### src/rtl/state_log_scheduler.sv
// Multi-channel state-transition recorder: per-channel change detect, round-robin
// arbitration into a circular log. Optional STATE_LOG_OVERWRITE_EN: full log drops oldest.
module state_log_scheduler #(
  parameter  int CH    = 4,
  parameter  int BITS  = 8,
  parameter  int DEPTH = 16,
  localparam int CIDW  = (CH > 1) ? $clog2(CH) : 1,
  localparam int AW    = $clog2(DEPTH),
  localparam int EW    = CIDW + 2 * BITS
) (
  input  logic                 iClk,
  input  logic                 iRst_n,
  input  logic                 iClear,
  input  logic [CH*BITS-1:0]   iDbgSt,
  input  logic                 iRdEn,
  output logic [EW-1:0]        oRdData,
  output logic                 oRdValid,
  output logic [AW:0]          oCount,
  output logic [CH-1:0]        oPending,
  output logic                 oOverflow,
  output logic                 oCoalesce
);

  logic [BITS-1:0] state_in    [CH];
  logic [BITS-1:0] cur_reg     [CH];
  logic [BITS-1:0] ev_prev_reg [CH];
  logic [BITS-1:0] ev_curr_reg [CH];
  logic [CH-1:0]   changed;
  logic [CH-1:0]   granted;
  logic [CH-1:0]   coal;
  logic [CH-1:0]   pending_reg;

  logic [CIDW-1:0] rr_reg;
  logic [CIDW-1:0] gnt_idx;
  logic            gnt_valid;

  logic [EW-1:0]   mem [DEPTH];
  logic [AW-1:0]   wr_ptr_reg;
  logic [AW-1:0]   rd_ptr_reg;
  logic [AW:0]     count_reg;
  logic [EW-1:0]   rd_data_reg;
  logic            rd_valid_reg;
  logic            overflow_reg;
  logic            coalesce_reg;

  logic            do_read;
  logic            full;
  logic            lost;
  logic            wr_en;
  logic            adv_rd;
  logic            cnt_inc;
  logic [EW-1:0]   wr_data;

  genvar gi;
  generate
    for (gi = 0; gi < CH; gi++) begin : g_ch
      assign state_in[gi] = iDbgSt[gi*BITS +: BITS];
      assign changed[gi]  = (state_in[gi] != cur_reg[gi]);
      assign granted[gi]  = gnt_valid && (gnt_idx == CIDW'(gi));
      // A change on a still-waiting channel folds into its existing event.
      assign coal[gi]     = changed[gi] && pending_reg[gi] && !granted[gi];
    end
  endgenerate

  always_comb begin
    logic [CIDW-1:0] idx;
    gnt_valid = 1'b0;
    gnt_idx   = '0;
    idx       = '0;
    for (int i = 0; i < CH; i++) begin
      idx = CIDW'((int'(rr_reg) + i) % CH);
      if (!gnt_valid && pending_reg[idx]) begin
        gnt_valid = 1'b1;
        gnt_idx   = idx;
      end
    end
  end

  assign do_read = iRdEn && (count_reg != '0);
  assign full    = (count_reg == (AW+1)'(DEPTH));
  assign lost    = gnt_valid && full && !do_read;
  assign cnt_inc = gnt_valid && !lost;
  assign wr_data = {gnt_idx, ev_prev_reg[gnt_idx], ev_curr_reg[gnt_idx]};

`ifdef STATE_LOG_OVERWRITE_EN
  assign wr_en  = gnt_valid;
  assign adv_rd = do_read || lost;
`else
  assign wr_en  = gnt_valid && !lost;
  assign adv_rd = do_read;
`endif

  always_ff @(posedge iClk) begin
    if (iRst_n && !iClear && wr_en)
      mem[wr_ptr_reg] <= wr_data;
  end

  always_ff @(posedge iClk) begin
    if (!iRst_n || iClear) begin
      for (int k = 0; k < CH; k++) begin
        cur_reg[k]     <= state_in[k];
        ev_prev_reg[k] <= '0;
        ev_curr_reg[k] <= '0;
      end
      pending_reg  <= '0;
      rr_reg       <= '0;
      wr_ptr_reg   <= '0;
      rd_ptr_reg   <= '0;
      count_reg    <= '0;
      rd_data_reg  <= '0;
      rd_valid_reg <= 1'b0;
      overflow_reg <= 1'b0;
      coalesce_reg <= 1'b0;
    end else begin
      for (int k = 0; k < CH; k++) begin
        if (changed[k]) begin
          cur_reg[k]     <= state_in[k];
          ev_curr_reg[k] <= state_in[k];
          if (!pending_reg[k] || granted[k])
            ev_prev_reg[k] <= cur_reg[k];
        end
      end
      pending_reg <= (pending_reg & ~granted) | changed;
      if (|coal)
        coalesce_reg <= 1'b1;
      if (gnt_valid)
        rr_reg <= (gnt_idx == CIDW'(CH - 1)) ? '0 : gnt_idx + 1'b1;
      if (wr_en)
        wr_ptr_reg <= wr_ptr_reg + 1'b1;
      if (adv_rd)
        rd_ptr_reg <= rd_ptr_reg + 1'b1;
      if (lost)
        overflow_reg <= 1'b1;
      count_reg    <= count_reg + {{AW{1'b0}}, cnt_inc} - {{AW{1'b0}}, do_read};
      rd_valid_reg <= do_read;
      if (do_read)
        rd_data_reg <= mem[rd_ptr_reg];
    end
  end

  assign oRdData   = rd_data_reg;
  assign oRdValid  = rd_valid_reg;
  assign oCount    = count_reg;
  assign oPending  = pending_reg;
  assign oOverflow = overflow_reg;
  assign oCoalesce = coalesce_reg;

endmodule

### config.mk
export PLATFORM = sky130hd
export DESIGN_NAME = state_log_scheduler
export DESIGN_NICKNAME = d
export VERILOG_FILES = /design/src/rtl/state_log_scheduler.sv
export SDC_FILE = /design/constraint.sdc
export NUM_CORES = 1
export LEC_CHECK = 0
export ABC_AREA = 1
export CORE_MARGIN = 2
export CORE_UTILIZATION = 45
export CTS_CLUSTER_DIAMETER = 30
export DETAILED_ROUTE_END_ITERATION = 8
export SLEW_MARGIN = 5
export SYNTH_ARGS = -nofsm -noshare
export SYNTH_HDL_FRONTEND = slang
export SYNTH_SLANG_ARGS = --single-unit
export TNS_END_PERCENT = 10
### constraint.sdc
create_clock -name iClk -period 2.6 [get_ports iClk]
set_clock_uncertainty 0.05 [all_clocks]
set_input_delay 0.52 -clock iClk [delete_from_list [all_inputs] [get_ports iClk]]
set_output_delay 0.52 -clock iClk [all_outputs]
set_load 0.02 [all_outputs]
==> qor.txt, run 1 <==
======================================================================================================
Outcome                                                                                   finished clean
Number of distinct standard cells referenced by the synthesized netlist                             37
Placed instance area                                                                      20,000 sq um
CP max stage delay                                                                             0.40 ns
First-pass GRT wire length                                                                     68.4 mm
Aggregate global-route resource usage                                                            21.5%
Period minus WS final                                                                          2.54 ns
Share of synthesized flip-flops with an asynchronous set or reset                                   0%
Fin Setup TNS                                                                                     0 ns
Layout overhead on the synthesized area                                                          29.5%
CP Max Fanout                                                                                       10
Count of boundary I/O pins                                                                          66
Post-Layout Inst Area                                                                     23,300 sq um
Clock tree from TritonCTS                                                                         done
Total CTS buffers                                                                                   89
Number of DRC violations after detailed-routing iteration 0                                        827
Number of nets with antenna violations after routing                                                 0
Number of antenna violations at the first check in global routing                                    0
Number of antenna diodes                                                                             0
Layout net count                                                                                 1,812
Sequential-to-total area share from yosys stat                                                   68.5%
Kind of critical path                                                                     flip-flop to flip-flop
Max-slew violation count                                                                             0
Area inside the core boundary                                                             39,600 sq um
Worst-margin pin slew                                                                         0.865 ns
Sum of overflow across all layers after global routing                                               0
Port Buf Inserts                                                                                    65
Gate count of the mapped netlist                                                                 1,590
Tightest Hold Check Type                                                                  flip-flop to flip-flop
Synth Register Bits                                                                                424
Total leakage power                                                                         0.00901 uW
Total number of vias                                                                            12,300
Max rail drop VDD                                                                           0.000738 V
Setup repair after global routing missed its margin                                               true
Vias in the first global route                                                                  12,400
Pre-Repair DR Iteration Count                                                                        6
Largest net degree at the start of global routing                                                  149
Clock sink count                                                                                   424
Post-route DRC                                                                                       0
Clock insertion delay at the later pin of the skew report                                      0.59 ns
Wire per inst                                                                             18.6 microns
Utilization of the core after routing                                                            58.8%
Root Buffer                                                                               sky130_fd_sc_hd__clkbuf_16
Hold slack final                                                                              0.446 ns
Critical path launch point type                                                              flip-flop
Fraction of synthesized cell area taken by the top area cell type                                64.1%
Final setup fails                                                                                    0
Die H                                                                                      204 microns
Net Count, Synth                                                                                 1,642
Routability congestion estimate                                                                  0.877
Area contributors post-synth                                                              sky130_fd_sc_hd__edfxtp_1 (64%), sky130_fd_sc_hd__nor2_1 (6.2%), sky130_fd_sc_hd__dfxtp_1 (4.5%), sky130_fd_sc_hd__o21ai_0 (4.4%), sky130_fd_sc_hd__inv_1 (3.7%)
Register bank with the most flops                                                                  mem
Cell with the largest stage delay on the worst path                                       sky130_fd_sc_hd__fa_2
Post-synth design cell area                                                               18,000 sq um
Drt total wl                                                                                   44.0 mm
Area occupied by multi-input gates                                                          4670 sq um
Detailed-route vias per instance                                                                  5.23
Critical path cell sequence                                                               buf_12 -> inv_6 -> nand2_1 -> nand2_2 -> nand2_4 -> nand2_4 -> nor2_8 -> nand3_4 -> nand2_2 -> ha_4 -> inv_1 -> ha_2 -> inv_1 -> fa_2 -> nor3_2 -> a211oi_2 -> buf_4 -> a21oi_1
Slew HR                                                                                          42.3%
Clock transition at the register clock pins on the worst setup and hold paths after CTS        0.04 ns
Tcrit/Tclk final                                                                                 97.9%
Top cell type by total area after synthesis                                               sky130_fd_sc_hd__edfxtp_1
Max FFs per register                                                                               288
Synthesis Warnings                                                                                   0
Die area                                                                                  41,600 sq um
Number of enable-type register cells in the synthesized netlist                                    384
Worst setup EP type                                                                          flip-flop
Data required time at the worst endpoint                                                       3.06 ns
Clock H-tree levels                                                                                  3
Initial Utilization                                                                              45.4%
Fraction of layout instances using a drive strength above 1                                      17.1%
Number of hold violations in the final report                                                        0
Floorplan row count                                                                                 73
Horiz. Die Dim                                                                             204 microns
Average footprint of a synthesized cell                                                     11.3 sq um
Power per standard cell area                                                              1280 nW/um^2
Fmax                                                                                         0.393 GHz
Max-Cap Viols                                                                                        0
Sequential Area                                                                           12,300 sq um
HPWL Detailed                                                                                  26.8 mm
Arrival time of the worst setup path                                                           3.01 ns
Ys flop type                                                                              sky130_fd_sc_hd__edfxtp_1
Number of filler instances in the final layout                                                   3,283
Maximum buffer depth of the clock tree                                                               3
======================================================================================================
## worst max-delay path, delay by kind of cell (launching register included)
kind                     cells  cell delay, ns
buffers and inverters        5            0.41
AO/OA/AOI/OAI                2            0.16
AND/OR/NAND/NOR              8            0.75
flip-flops                   1            0.33
adder cells (fa/ha/maj)      3            0.76
## path summary, 6_finish.rpt
| check | startpoint | endpoint | slack, ns | cells after the start |
|---|---|---|---|---|
| max reg2reg | rr_reg[0] | oCount[4] | 0.06 | 18 |
| min | oOverflow | oOverflow | 0.45 | 2 |
| max | rr_reg[0] | oCount[4] | 0.06 | 18 |
| min reg2reg | oOverflow | oOverflow | 0.45 | 2 |
## cell type report
class                      instances  share of cell area, %
clock buffer                     108                   10.4
tap                              525                   2.82
multi-input combinational        896                   20.0
timing repair buffer             162                   7.15
inverter                         187                   3.05
sequential                       424                   53.0
clock inverter                    57                   3.59
## repair_timing
| item | CTS | global route |
|---|---|---|
| hold buffers | 0 | 0 |
| pin swaps | 2 | 5 |
| gates resized for setup | 5 | 15 |
| hold endpoints to repair | 0 | 0 |
| buffers inserted | 0 | 1 |
| setup endpoints to repair | 17 | 157 |
## routing by layer
metal | wire (microns) | part of all wire, % | GRT usage [%] | up-vias
met5 | 0 | 0 | 0 | -
met4 | 1480 | 3.4 | 9.47 | 0
met3 | 2440 | 5.5 | 4.05 | 87
met2 | 21700 | 49 | 36.1 | 403
met1 | 18300 | 42 | 27.3 | 5930
li1 | - | - | - | 5912
## cell families after synthesis
kind of cell    share of synthesized area, %
simple gates                            13.9
flops                                   68.5
compound gates                          9.12
buf+inv                                 6.11
xor+xnor                                1.17
fa+ha+maj                               1.15
## placed cells by master (no fill, tap or decap), types with 5 or more instances in the layout
master                              n
sky130_fd_sc_hd__bufinv_16         21
sky130_fd_sc_hd__inv_1            175
sky130_fd_sc_hd__nor2_2            18
sky130_fd_sc_hd__dfxtp_1           29
sky130_fd_sc_hd__o22ai_1           20
sky130_fd_sc_hd__o21ai_1            5
sky130_fd_sc_hd__clkinv_1          11
sky130_fd_sc_hd__nor2_1           278
sky130_fd_sc_hd__o221ai_1          52
sky130_fd_sc_hd__clkbuf_1          11
sky130_fd_sc_hd__o211ai_1          20
sky130_fd_sc_hd__buf_4             74
sky130_fd_sc_hd__clkinvlp_4         5
sky130_fd_sc_hd__clkdlybuf4s50_1   65
sky130_fd_sc_hd__clkbuf_16         93
sky130_fd_sc_hd__nand3_1           73
sky130_fd_sc_hd__nand2_1          152
sky130_fd_sc_hd__edfxtp_1         384
sky130_fd_sc_hd__inv_6              5
sky130_fd_sc_hd__a21oi_1           13
sky130_fd_sc_hd__nand2_2           13
sky130_fd_sc_hd__xor2_1            24
sky130_fd_sc_hd__nand4_1           37
sky130_fd_sc_hd__clkinv_2          23
sky130_fd_sc_hd__buf_12            23
sky130_fd_sc_hd__ha_1              13
sky130_fd_sc_hd__o21ai_0          155
sky130_fd_sc_hd__dfxtp_2           10
## synth_stat cells, types with 2 or more instances
master                     instances
sky130_fd_sc_hd__edfxtp_1        384
sky130_fd_sc_hd__nor2_1          295
sky130_fd_sc_hd__inv_1           176
sky130_fd_sc_hd__o21ai_0         157
sky130_fd_sc_hd__nand2_1         156
sky130_fd_sc_hd__nand3_1          75
sky130_fd_sc_hd__clkbuf_1         55
sky130_fd_sc_hd__o221ai_1         52
sky130_fd_sc_hd__dfxtp_1          40
sky130_fd_sc_hd__nand4_1          37
sky130_fd_sc_hd__xor2_1           24
sky130_fd_sc_hd__o211ai_1         20
sky130_fd_sc_hd__o22ai_1          20
sky130_fd_sc_hd__buf_2            15
sky130_fd_sc_hd__ha_1             15
sky130_fd_sc_hd__a21oi_1          13
sky130_fd_sc_hd__nand2_2          10
sky130_fd_sc_hd__clkinv_1          7
sky130_fd_sc_hd__buf_6             6
sky130_fd_sc_hd__buf_4             4
sky130_fd_sc_hd__buf_1             3
sky130_fd_sc_hd__nand2_4           3
sky130_fd_sc_hd__nand3_4           3
sky130_fd_sc_hd__o21a_1            3
sky130_fd_sc_hd__o21ai_1           3
sky130_fd_sc_hd__inv_2             2
sky130_fd_sc_hd__nor3_1            2
## per-stage QoR
stage / cells / worst slack, ns / total power, uW
2_1_floorplan: 1590 / 0.00610 / 14100
3_3_place_gp: 2193 / -0.169 / 17400
3_5_place_dp: 2193 / -0.186 / 17600
4_1_cts: 2358 / 0.00725 / 29800
5_1_grt: 2359 / -0.0947 / 31000
6_report: 2359 / 0.0559 / 29700
## report_power, final
| part | switching (uW) | internal (uW) |
|---|---|---|
| Sequential | 178 | 9610 |
| Combinational | 5220 | 2560 |
| Clock | 3500 | 8650 |
No activity file was read; power rests on OpenSTA's default activity.
==> inputs of run 2 (changes only) <==
ABC_CLOCK_PERIOD_IN_PS = 2600   (was unset)
CAP_MARGIN = 0   (was unset)
==> results of run 2 <==
The final DEF is identical to that of run 1; final timing and power are the same.
==> inputs of run 3 (changes only) <==
CTS_BUF_LIST = sky130_fd_sc_hd__clkbuf_2 sky130_fd_sc_hd__clkbuf_4 sky130_fd_sc_hd__clkbuf_8   (was unset)
SETUP_SLACK_MARGIN = 0.3   (was unset)
==> qor.txt, run 3 (synthesized netlist as in run 1, its figures left out) <==
======================================================================================================
Outcome                                                                                   finished clean
Number of antenna diodes                                                                             0
Period minus WS final                                                                          2.53 ns
Startpoint of the most critical register-to-register path                                    rr_reg[0]
Vias in the first global route                                                                  12,300
Tcrit/Tclk final                                                                                 97.2%
Die H                                                                                      204 microns
Reg2Reg Depth                                                                                       16
Number of filler instances in the final layout                                                   3,217
Number of buffer and inverter stages on the critical path                                            3
Layout net count                                                                                 1,830
Root Buffer                                                                               sky130_fd_sc_hd__clkbuf_8
Port Buf Inserts                                                                                    65
Power consumption                                                                            27,600 uW
Min-Delay Startpoint                                                                         oOverflow
Number of nets with antenna violations after routing                                                 0
Drt total wl                                                                                   45.4 mm
Max-Cap Viols                                                                                        0
Clock tree from TritonCTS                                                                         done
Arrival time of the worst setup path                                                           2.99 ns
Floorplan row count                                                                                 73
Sum of overflow across all layers after global routing                                               0
Max FFs per register                                                                               288
Min-Delay Endpoint                                                                           oOverflow
Detailed-route vias per instance                                                                  5.26
Total CTS buffers                                                                                   93
Worst setup margin                                                                           0.0719 ns
Power per standard cell area                                                              1190 nW/um^2
Final setup fails                                                                                    0
Area inside the core boundary                                                             39,600 sq um
Worst-margin pin slew                                                                         0.788 ns
Max rail drop VDD                                                                            0.00101 V
Total leakage power                                                                         0.00881 uW
Total number of vias                                                                            12,500
Count of boundary I/O pins                                                                          66
Largest net degree at the start of global routing                                                  149
Commonest non-fill, non-tap cells in the layout                                           sky130_fd_sc_hd__edfxtp_1 (384), sky130_fd_sc_hd__nor2_1 (271), sky130_fd_sc_hd__inv_1 (171), sky130_fd_sc_hd__o21ai_0 (153), sky130_fd_sc_hd__nand2_1 (106)
Maximum buffer depth of the clock tree                                                               3
Number of DRC violations after detailed-routing iteration 0                                        837
Number of hold violations in the final report                                                        0
Clock H-tree levels                                                                                  3
Routability congestion estimate                                                                  0.861
Setup repair after global routing missed its margin                                               true
Capturing point of the worst reg2reg path                                                    oCount[4]
Critical path cell sequence                                                               buf_12 -> nand2_1 -> nand3_2 -> nand2_4 -> nor2_8 -> nand3_4 -> nand2_4 -> ha_4 -> inv_2 -> ha_4 -> inv_2 -> fa_2 -> nor3_4 -> a211oi_2 -> o21ai_1 -> a21oi_1
Clock transition at the register clock pins on the worst setup and hold paths after CTS        0.05 ns
Clock sink count                                                                                   424
Fraction of met1 tracks used by global routing                                                   28.3%
Die area                                                                                  41,600 sq um
Tightest Hold Check Type                                                                  flip-flop to flip-flop
CP Max Fanout                                                                                        5
Wire per inst                                                                             19.1 microns
Kind of critical path                                                                     flip-flop to flip-flop
Fraction of layout instances using a drive strength above 1                                      23.2%
Clock insertion delay at the later pin of the skew report                                      0.63 ns
CP max stage delay                                                                             0.38 ns
Number of antenna violations at the first check in global routing                                    0
Slew HR                                                                                          47.5%
Met3 Track Usage GR                                                                              3.84%
Aggregate global-route resource usage                                                            21.9%
Critical path's top delay family                                                          simple AND/OR/NAND/NOR gates
Initial Utilization                                                                              45.4%
Fmax                                                                                         0.396 GHz
Grt met2 use                                                                                     36.7%
Post-route DRC                                                                                       0
Data required time at the worst endpoint                                                       3.06 ns
Pre-Repair DR Iteration Count                                                                        5
Hold Path Stages                                                                                     2
Worst setup EP type                                                                          flip-flop
Critical path launch point type                                                              flip-flop
Worst setup slack after placement                                                            -0.214 ns
Most crowded layer after global routing                                                           met2
HPWL Detailed                                                                                  26.3 mm
Layout overhead on the synthesized area                                                          28.7%
First-pass GRT wire length                                                                     69.3 mm
Flop2flop setup slack                                                                          0.07 ns
Max-slew violation count                                                                             0
Horiz. Die Dim                                                                             204 microns
Most frequent standard cell in the layout excluding fill and tap cells                    sky130_fd_sc_hd__edfxtp_1
Cell with the largest stage delay on the worst path                                       sky130_fd_sc_hd__dfxtp_4
Register bank with the most flops                                                                  mem
======================================================================================================
run 3: cell types whose count changed in the layout (fill, tap and decap cells not counted), moves of 9 or more:
| cell | before | now |
|---|---|---|
| sky130_fd_sc_hd__nand3_1 | 73 | 50 |
| sky130_fd_sc_hd__clkbuf_16 | 93 | 0 |
| sky130_fd_sc_hd__buf_4 | 74 | 55 |
| sky130_fd_sc_hd__clkbuf_4 | 0 | 22 |
| sky130_fd_sc_hd__buf_6 | 0 | 21 |
| sky130_fd_sc_hd__nand2_1 | 152 | 106 |
| sky130_fd_sc_hd__nand2_4 | 4 | 30 |
| sky130_fd_sc_hd__nor2_4 | 0 | 11 |
| sky130_fd_sc_hd__clkbuf_1 | 11 | 0 |
| sky130_fd_sc_hd__nand3_2 | 3 | 17 |
| sky130_fd_sc_hd__nand2_2 | 13 | 34 |
| sky130_fd_sc_hd__nand3_4 | 3 | 12 |
| sky130_fd_sc_hd__clkbuf_8 | 4 | 98 |
run 3: how the worst max path moves through the flow:
stage / endpoint / slack, ns / start / cells past startpoint
floorplan: mem[0][0] / 0.03 / iRst_n / 7
global placement: oCount[4] / -0.17 / iRdEn / 13
detailed placement: oCount[4] / -0.21 / iRdEn / 13
CTS: oCount[4] / 0.08 / rr_reg[0] / 17
global route: oCount[4] / -0.02 / rr_reg[0] / 18
finish: oCount[4] / 0.07 / rr_reg[0] / 16
run 3: worst register-to-register path, delay by kind of cell (launching register included):
family	cells	cell delay [ns]
adders and majority gates	3	0.70
buffers and inverters	3	0.23
AOI/OAI and AO/OA	3	0.28
and+or+nand+nor	7	0.78
DFF	1	0.38
run 3: stage by stage:
stage	std cells	util [%]	TNS (ns)	hold slack (ns)	cell area [sq um]
3_3_place_gp	2187	50.0	-0.185	0.423	19800
5_1_grt	2380	58.4	-0.123	0.445	23200
3_5_place_dp	2187	50.0	-0.263	0.425	19800
4_1_cts	2372	56.6	0	0.427	22500
2_1_floorplan	1590	-	0	0.422	18000
6_report	2380	58.4	0	0.439	23200
run 3: final cells by class:
cell class	count	area, sq um	share of cell area, %
well taps	525	657	2.84
clock buffers	120	1510	6.54
repair buffers	175	1970	8.51
inverters	187	719	3.11
multi-input cells	897	5250	22.7
flip-flops and latches	424	12400	53.4
clock inverters	52	687	2.97
run 3: per-layer routing:
layer | share of wire [%] | vias to the layer above
met3 | 4.6 | 84
li1 | - | 5951
met1 | 43 | 6107
met2 | 50 | 386
met4 | 3.1 | 0
met5 | 0 | -
run 3: power breakdown:
| part | total [uW] | internal [uW] | switching [uW] |
|---|---|---|---|
| logic | 9350 | 3430 | 5920 |
| clock network | 8450 | 5430 | 3020 |
| registers | 9790 | 9600 | 196 |
run 3: what timing repair did:
action | 4_1_cts | 5_1_grt
cloned | 3 | 5
endpoints found under the setup margin | 596 | 624
resized for setup | 79 | 164
setup buffers | 10 | 3
hold buffers | 0 | 0
hold endpoints to repair | 0 | 0
pin swaps | 15 | 34
==> variant 1, RTL diff (settings of run 3) <==
Add an input register stage for `iClear`, `iDbgSt` and `iRdEn`; this delays them by one clock.
--- a/src/rtl/state_log_scheduler.sv
+++ b/src/rtl/state_log_scheduler.sv
@@ -20,6 +20,16 @@
   output logic                 oOverflow,
   output logic                 oCoalesce
 );
+
+  logic iClear_q;
+  logic [CH*BITS-1:0] iDbgSt_q;
+  logic iRdEn_q;
+
+  always_ff @(posedge iClk) begin
+    iClear_q <= iClear;
+    iDbgSt_q <= iDbgSt;
+    iRdEn_q  <= iRdEn;
+  end
 
   logic [BITS-1:0] state_in    [CH];
   logic [BITS-1:0] cur_reg     [CH];
@@ -54,7 +64,7 @@
   genvar gi;
   generate
     for (gi = 0; gi < CH; gi++) begin : g_ch
-      assign state_in[gi] = iDbgSt[gi*BITS +: BITS];
+      assign state_in[gi] = iDbgSt_q[gi*BITS +: BITS];
       assign changed[gi]  = (state_in[gi] != cur_reg[gi]);
       assign granted[gi]  = gnt_valid && (gnt_idx == CIDW'(gi));
       // A change on a still-waiting channel folds into its existing event.
@@ -76,7 +86,7 @@
     end
   end
 
-  assign do_read = iRdEn && (count_reg != '0);
+  assign do_read = iRdEn_q && (count_reg != '0);
   assign full    = (count_reg == (AW+1)'(DEPTH));
   assign lost    = gnt_valid && full && !do_read;
   assign cnt_inc = gnt_valid && !lost;
@@ -91,12 +101,12 @@
 `endif
 
   always_ff @(posedge iClk) begin
-    if (iRst_n && !iClear && wr_en)
+    if (iRst_n && !iClear_q && wr_en)
       mem[wr_ptr_reg] <= wr_data;
   end
 
   always_ff @(posedge iClk) begin
-    if (!iRst_n || iClear) begin
+    if (!iRst_n || iClear_q) begin
       for (int k = 0; k < CH; k++) begin
         cur_reg[k]     <= state_in[k];
         ev_prev_reg[k] <= '0;
Formal check against the unedited RTL: not equivalent (Yosys sat finds a counterexample within 4 cycles, from zero or initial values).
==> variant 1 against run 3 <==
  * Total power increased by 1.7%
  * Wire length down 2.6%
  * Die area rose by 3.3%
  * Combinational power decreased by 4.0%
  * Design area down 0.15%
  * Final cell count down 0.25%
  * Global-route usage decreased by 1.3 points
  * Worst hold slack worse by 0.16 ns
  * Worst setup slack improved by 0.17 ns
  * Synthesized area grew 3.4%
  * Sequential cell count is 34 higher
  * Via count shrank 0.85%
  * Critical path type unchanged
  * Largest power group unchanged
  * Highest routed layer unchanged
==> variant 1: results (changes against run 3) <==
For the number of vias after detailed routing, the log shows 12,400 (-0.85%). The buffer count from post-CTS setup fixing came out at 12 (+2). For the number of antenna violations at the first check in global routing, the log shows 1 (+1). The reported net switching power is 9150 uW (+0.24%), and the fraction of final layout cells sized beyond drive strength 1 is 0.197 (-0.0346). The run gives 2.42 mm (+17%) as the routed length on met3. The sink of the worst hold path was iClear_q. The cell total after placement was 2,185 (-0.091%). After synthesis, the most frequently instantiated cells are sky130_fd_sc_hd__edfxtp_1, sky130_fd_sc_hd__nor2_1, sky130_fd_sc_hd__o21ai_0. The tools report the half-perimeter wire length after placement as 26.6 mm (+1.1%). The sequential element share of the synthesized area is 0.699 (+0.0141), and the weighted congestion reported at the end of routability-driven placement is 0.813 (-5.6%).

The run gives 69.1 mm (-0.27%) as the first-pass GRT wire length. The xor and xnor area share after synthesis was 0.0108 (-0.000853). The number of cells produced by synthesis came out at 1,587 (-0.19%). The number of cells traversed by the worst hold path came out at 1 (-1). The wire length on met2 is 21.7 mm (-4.0%), and the met1 layer usage reported by global route is 0.256 (-0.0267). The min-delay analysis places its worst path in the category in2reg. The synthesized net count was 1,639 (-0.18%).

The peak supply drop came out at 0.699 mV (-31%). Fraction of the mapped netlist area in adder cells: 0.0112 (-0.000378). The total routing usage reported by global routing is 0.206 (-0.0129). The logs give 38 (+2.7%) for the distinct cell type count of the synthesized netlist and 2,374 (-0.25%) for the non-filler instance count after layout. The average wire per cell in the routed design is 18.6 um (-2.3%).

The run gives 0.282 ns (-0.157 ns) as the worst slack on hold paths. The number of gates resized after CTS is 39 (-51%). Detailed-routing wirelength on met1: 18.5 mm (-4.5%). The post-place instance area was 0.0206 mm^2 (+3.9%); the static leakage power was 0.00878 uW (-0.36%). For the number of global-route vias before repair, the log shows 12,600 (+2.1%).

Largest net degree at the start of global routing: 94 (-37%). The run finished with clean final reports. The run gives 872 (+4.2%) as the DRC marker count from the first detailed-route iteration.
[variant 1: changes by cell type after synthesis, sizes merged, moves of 5 or more]
| cell | delta |
|---|---|
| dfxtp | +34 |
| inv | -33 |
| nand3b | +32 |
| nand4 | -32 |
| buf | -10 |
| clkbuf | +5 |
[variant 1: area by class of cell]
| cell class | instances | area, um^2 |
|---|---|---|
| fill | 3386 | 17700 |
| sequential | 458 | 13000 |
| multi-input combinational | 897 | 4890 |
| timing repair buffer | 158 | 1770 |
| clock buffer | 119 | 1530 |
| tap | 532 | 666 |
| clock inverter | 55 | 632 |
| inverter | 154 | 592 |
| antenna | 1 | 2.50 |
[variant 1: power groups by stage]
stage | sequential, uW | combinational [uW] | clock, uW
3_3_place_gp | 10900 | 8320 | 0
4_1_cts | 10800 | 8830 | 8530
3_5_place_dp | 10900 | 8490 | 0
6_report | 10800 | 8980 | 8330
5_1_grt | 10800 | 9820 | 8890
2_1_floorplan | 10900 | 4540 | 0
==> variant 2, RTL diff (settings of run 3) <==
Made on the original files. `BITS`: 8 -> 10.
--- a/src/rtl/state_log_scheduler.sv
+++ b/src/rtl/state_log_scheduler.sv
@@ -2,7 +2,7 @@
 // arbitration into a circular log. Optional STATE_LOG_OVERWRITE_EN: full log drops oldest.
 module state_log_scheduler #(
   parameter  int CH    = 4,
-  parameter  int BITS  = 8,
+  parameter  int BITS  = 10,
   parameter  int DEPTH = 16,
   localparam int CIDW  = (CH > 1) ? $clog2(CH) : 1,
   localparam int AW    = $clog2(DEPTH),
Interface: changed (resized iDbgSt and oRdData); port bits go from 66 to 78. The function was not compared with the original's and may differ.
==> variant 2 against run 3 <==
  * Combinational power increased by 16%
  * Design area increased by 17%
  * Total power increased by 19%
  * Final cell count rose by 21%
  * Synthesized area increased by 22%
  * Critical endpoint is now ev_prev_reg[2][3]
  * Highest routed layer unchanged
  * Sequential cell count increased by 92
  * Worst setup slack gained 0.030 ns
  * Wire length up 18%
  * Maximum frequency is 1.2% higher
==> variant 2: results (changes against run 3) <==
The weighted congestion reported at the end of routability-driven placement is 0.836 (-3.0%), and the total routing usage reported by global routing is 0.214 (-0.00524). The data arrival time of the critical path is 2.82 ns (-0.17 ns), and the switching power share of the total is 0.340 (+0.00961). The fraction of the mapped netlist area in adder cells is 0.00949 (-0.00205). The routed wire length was 53.6 mm (+18%); the fill cell total of the finished layout was 4,008 (+25%).

The clock insertion delay at the later pin of the skew report was 0.69 ns (+0.06 ns); the count of clock-net buffers in the final layout was 135 (+13%). Met2 demand-to-capacity share in global routing: 0.356 (-0.0115). The register fraction of the total cell area came out at 0.556 (+0.0228).

The tools report the met1 layer usage reported by global route as 0.273 (-0.00922). Post-layout utilization of the core: 0.567 (-0.0173). Sink of the worst hold path: cur_reg[2][2]. The commonest cells after synthesis are sky130_fd_sc_hd__edfxtp_1, sky130_fd_sc_hd__nor2_1, sky130_fd_sc_hd__inv_1.

The run gives 0.10 ns (+0.03 ns) as the reg-to-reg setup timing slack. Sorting the synthesized cells by area gives the leading types as sky130_fd_sc_hd__edfxtp_1, sky130_fd_sc_hd__nor2_1, sky130_fd_sc_hd__dfxtp_1, sky130_fd_sc_hd__o211ai_1, sky130_fd_sc_hd__inv_1. The tools report the post-layout total power as 32,800 uW (+19%).

The logs give 0.504 (+0.0292) for the worst slew margin relative to its limit and 9670 uW (+14%) for the power in the clock group. The flow ran to the end, and the final reports show no timing, DRC or antenna violations. The number of cells traversed by the worst hold path is 1 (-1). Peak supply drop: 0.968 mV (-3.9%). The first-pass GRT wire length was 82.5 mm (+19%). Destination of the worst register-to-register timing path: ev_prev_reg[2][3]. The compound-cell area share of the yosys netlist is 0.0864 (-0.00479). The DRC marker count from the first detailed-route iteration is 1,111 (+33%). The number of enable-type register cells in the synthesized netlist is 472 (+23%). The inserted tap cell count was 615 (+17%); the count of input and output buffers was 77 (+18%). The largest stage delay on the critical path was 0.43 ns (+0.05 ns). The via count normalized by instance count works out to 5.21 (-0.99%). The number of flip-flops under the largest register name is 352 (+22%).

For the worst setup timing slack at the placement stage, the log shows -0.0324 ns (+0.182 ns). The cell total after placement is 2,649 (+21%), and the half-perimeter wire length after placement is 33.4 mm (+27%). The number of logic inverters in the finished layout is 223 (+19%). The mean post-synth cell area was 11.1 um^2 (-2.2%); the static leakage power was 0.0103 uW (+17%). Layout buffering overhead excluding clock cells: 0.0763 (-0.00880). The run gives 105 (-30%) as the largest net degree at the start of global routing. The run gives 31 (-16%) as the distinct cell type count of the synthesized netlist.

The number of buffers outside the clock class in the layout works out to 179 (+2.3%). The startpoint identified for the worst hold timing path is iDbgSt[22]. The proportion of cell area occupied by multi-input gates was 0.213 (-0.0134); the sequential power was 12,300 uW (+26%).
==> variant 2: changes by cell type in the layout (fill, tap and decap cells not counted), moves of 14 or more <==
cell                              run 3  this run
sky130_fd_sc_hd__buf_6               21         2
sky130_fd_sc_hd__clkbuf_8            98       118
sky130_fd_sc_hd__edfxtp_1           384       472
sky130_fd_sc_hd__inv_1              171       204
sky130_fd_sc_hd__nand2_1            106       170
sky130_fd_sc_hd__nand2_4             30        16
sky130_fd_sc_hd__nand3_1             50       117
sky130_fd_sc_hd__nor2_1             271       384
sky130_fd_sc_hd__o211ai_1            20       110
sky130_fd_sc_hd__o21ai_1              5        45
sky130_fd_sc_hd__o221ai_1            52         0
sky130_fd_sc_hd__o22ai_1             20         0
==> variant 2: cells by family (layout without fill, tap and decap cells) <==
family,count (synthesis),count (layout)
xor gates and xnor gates,15,15
DFF,516,516
and+or+nand+nor,780,781
AOI/OAI and AO/OA,320,320
adders and majority gates,16,16
buffers and inverters,330,617
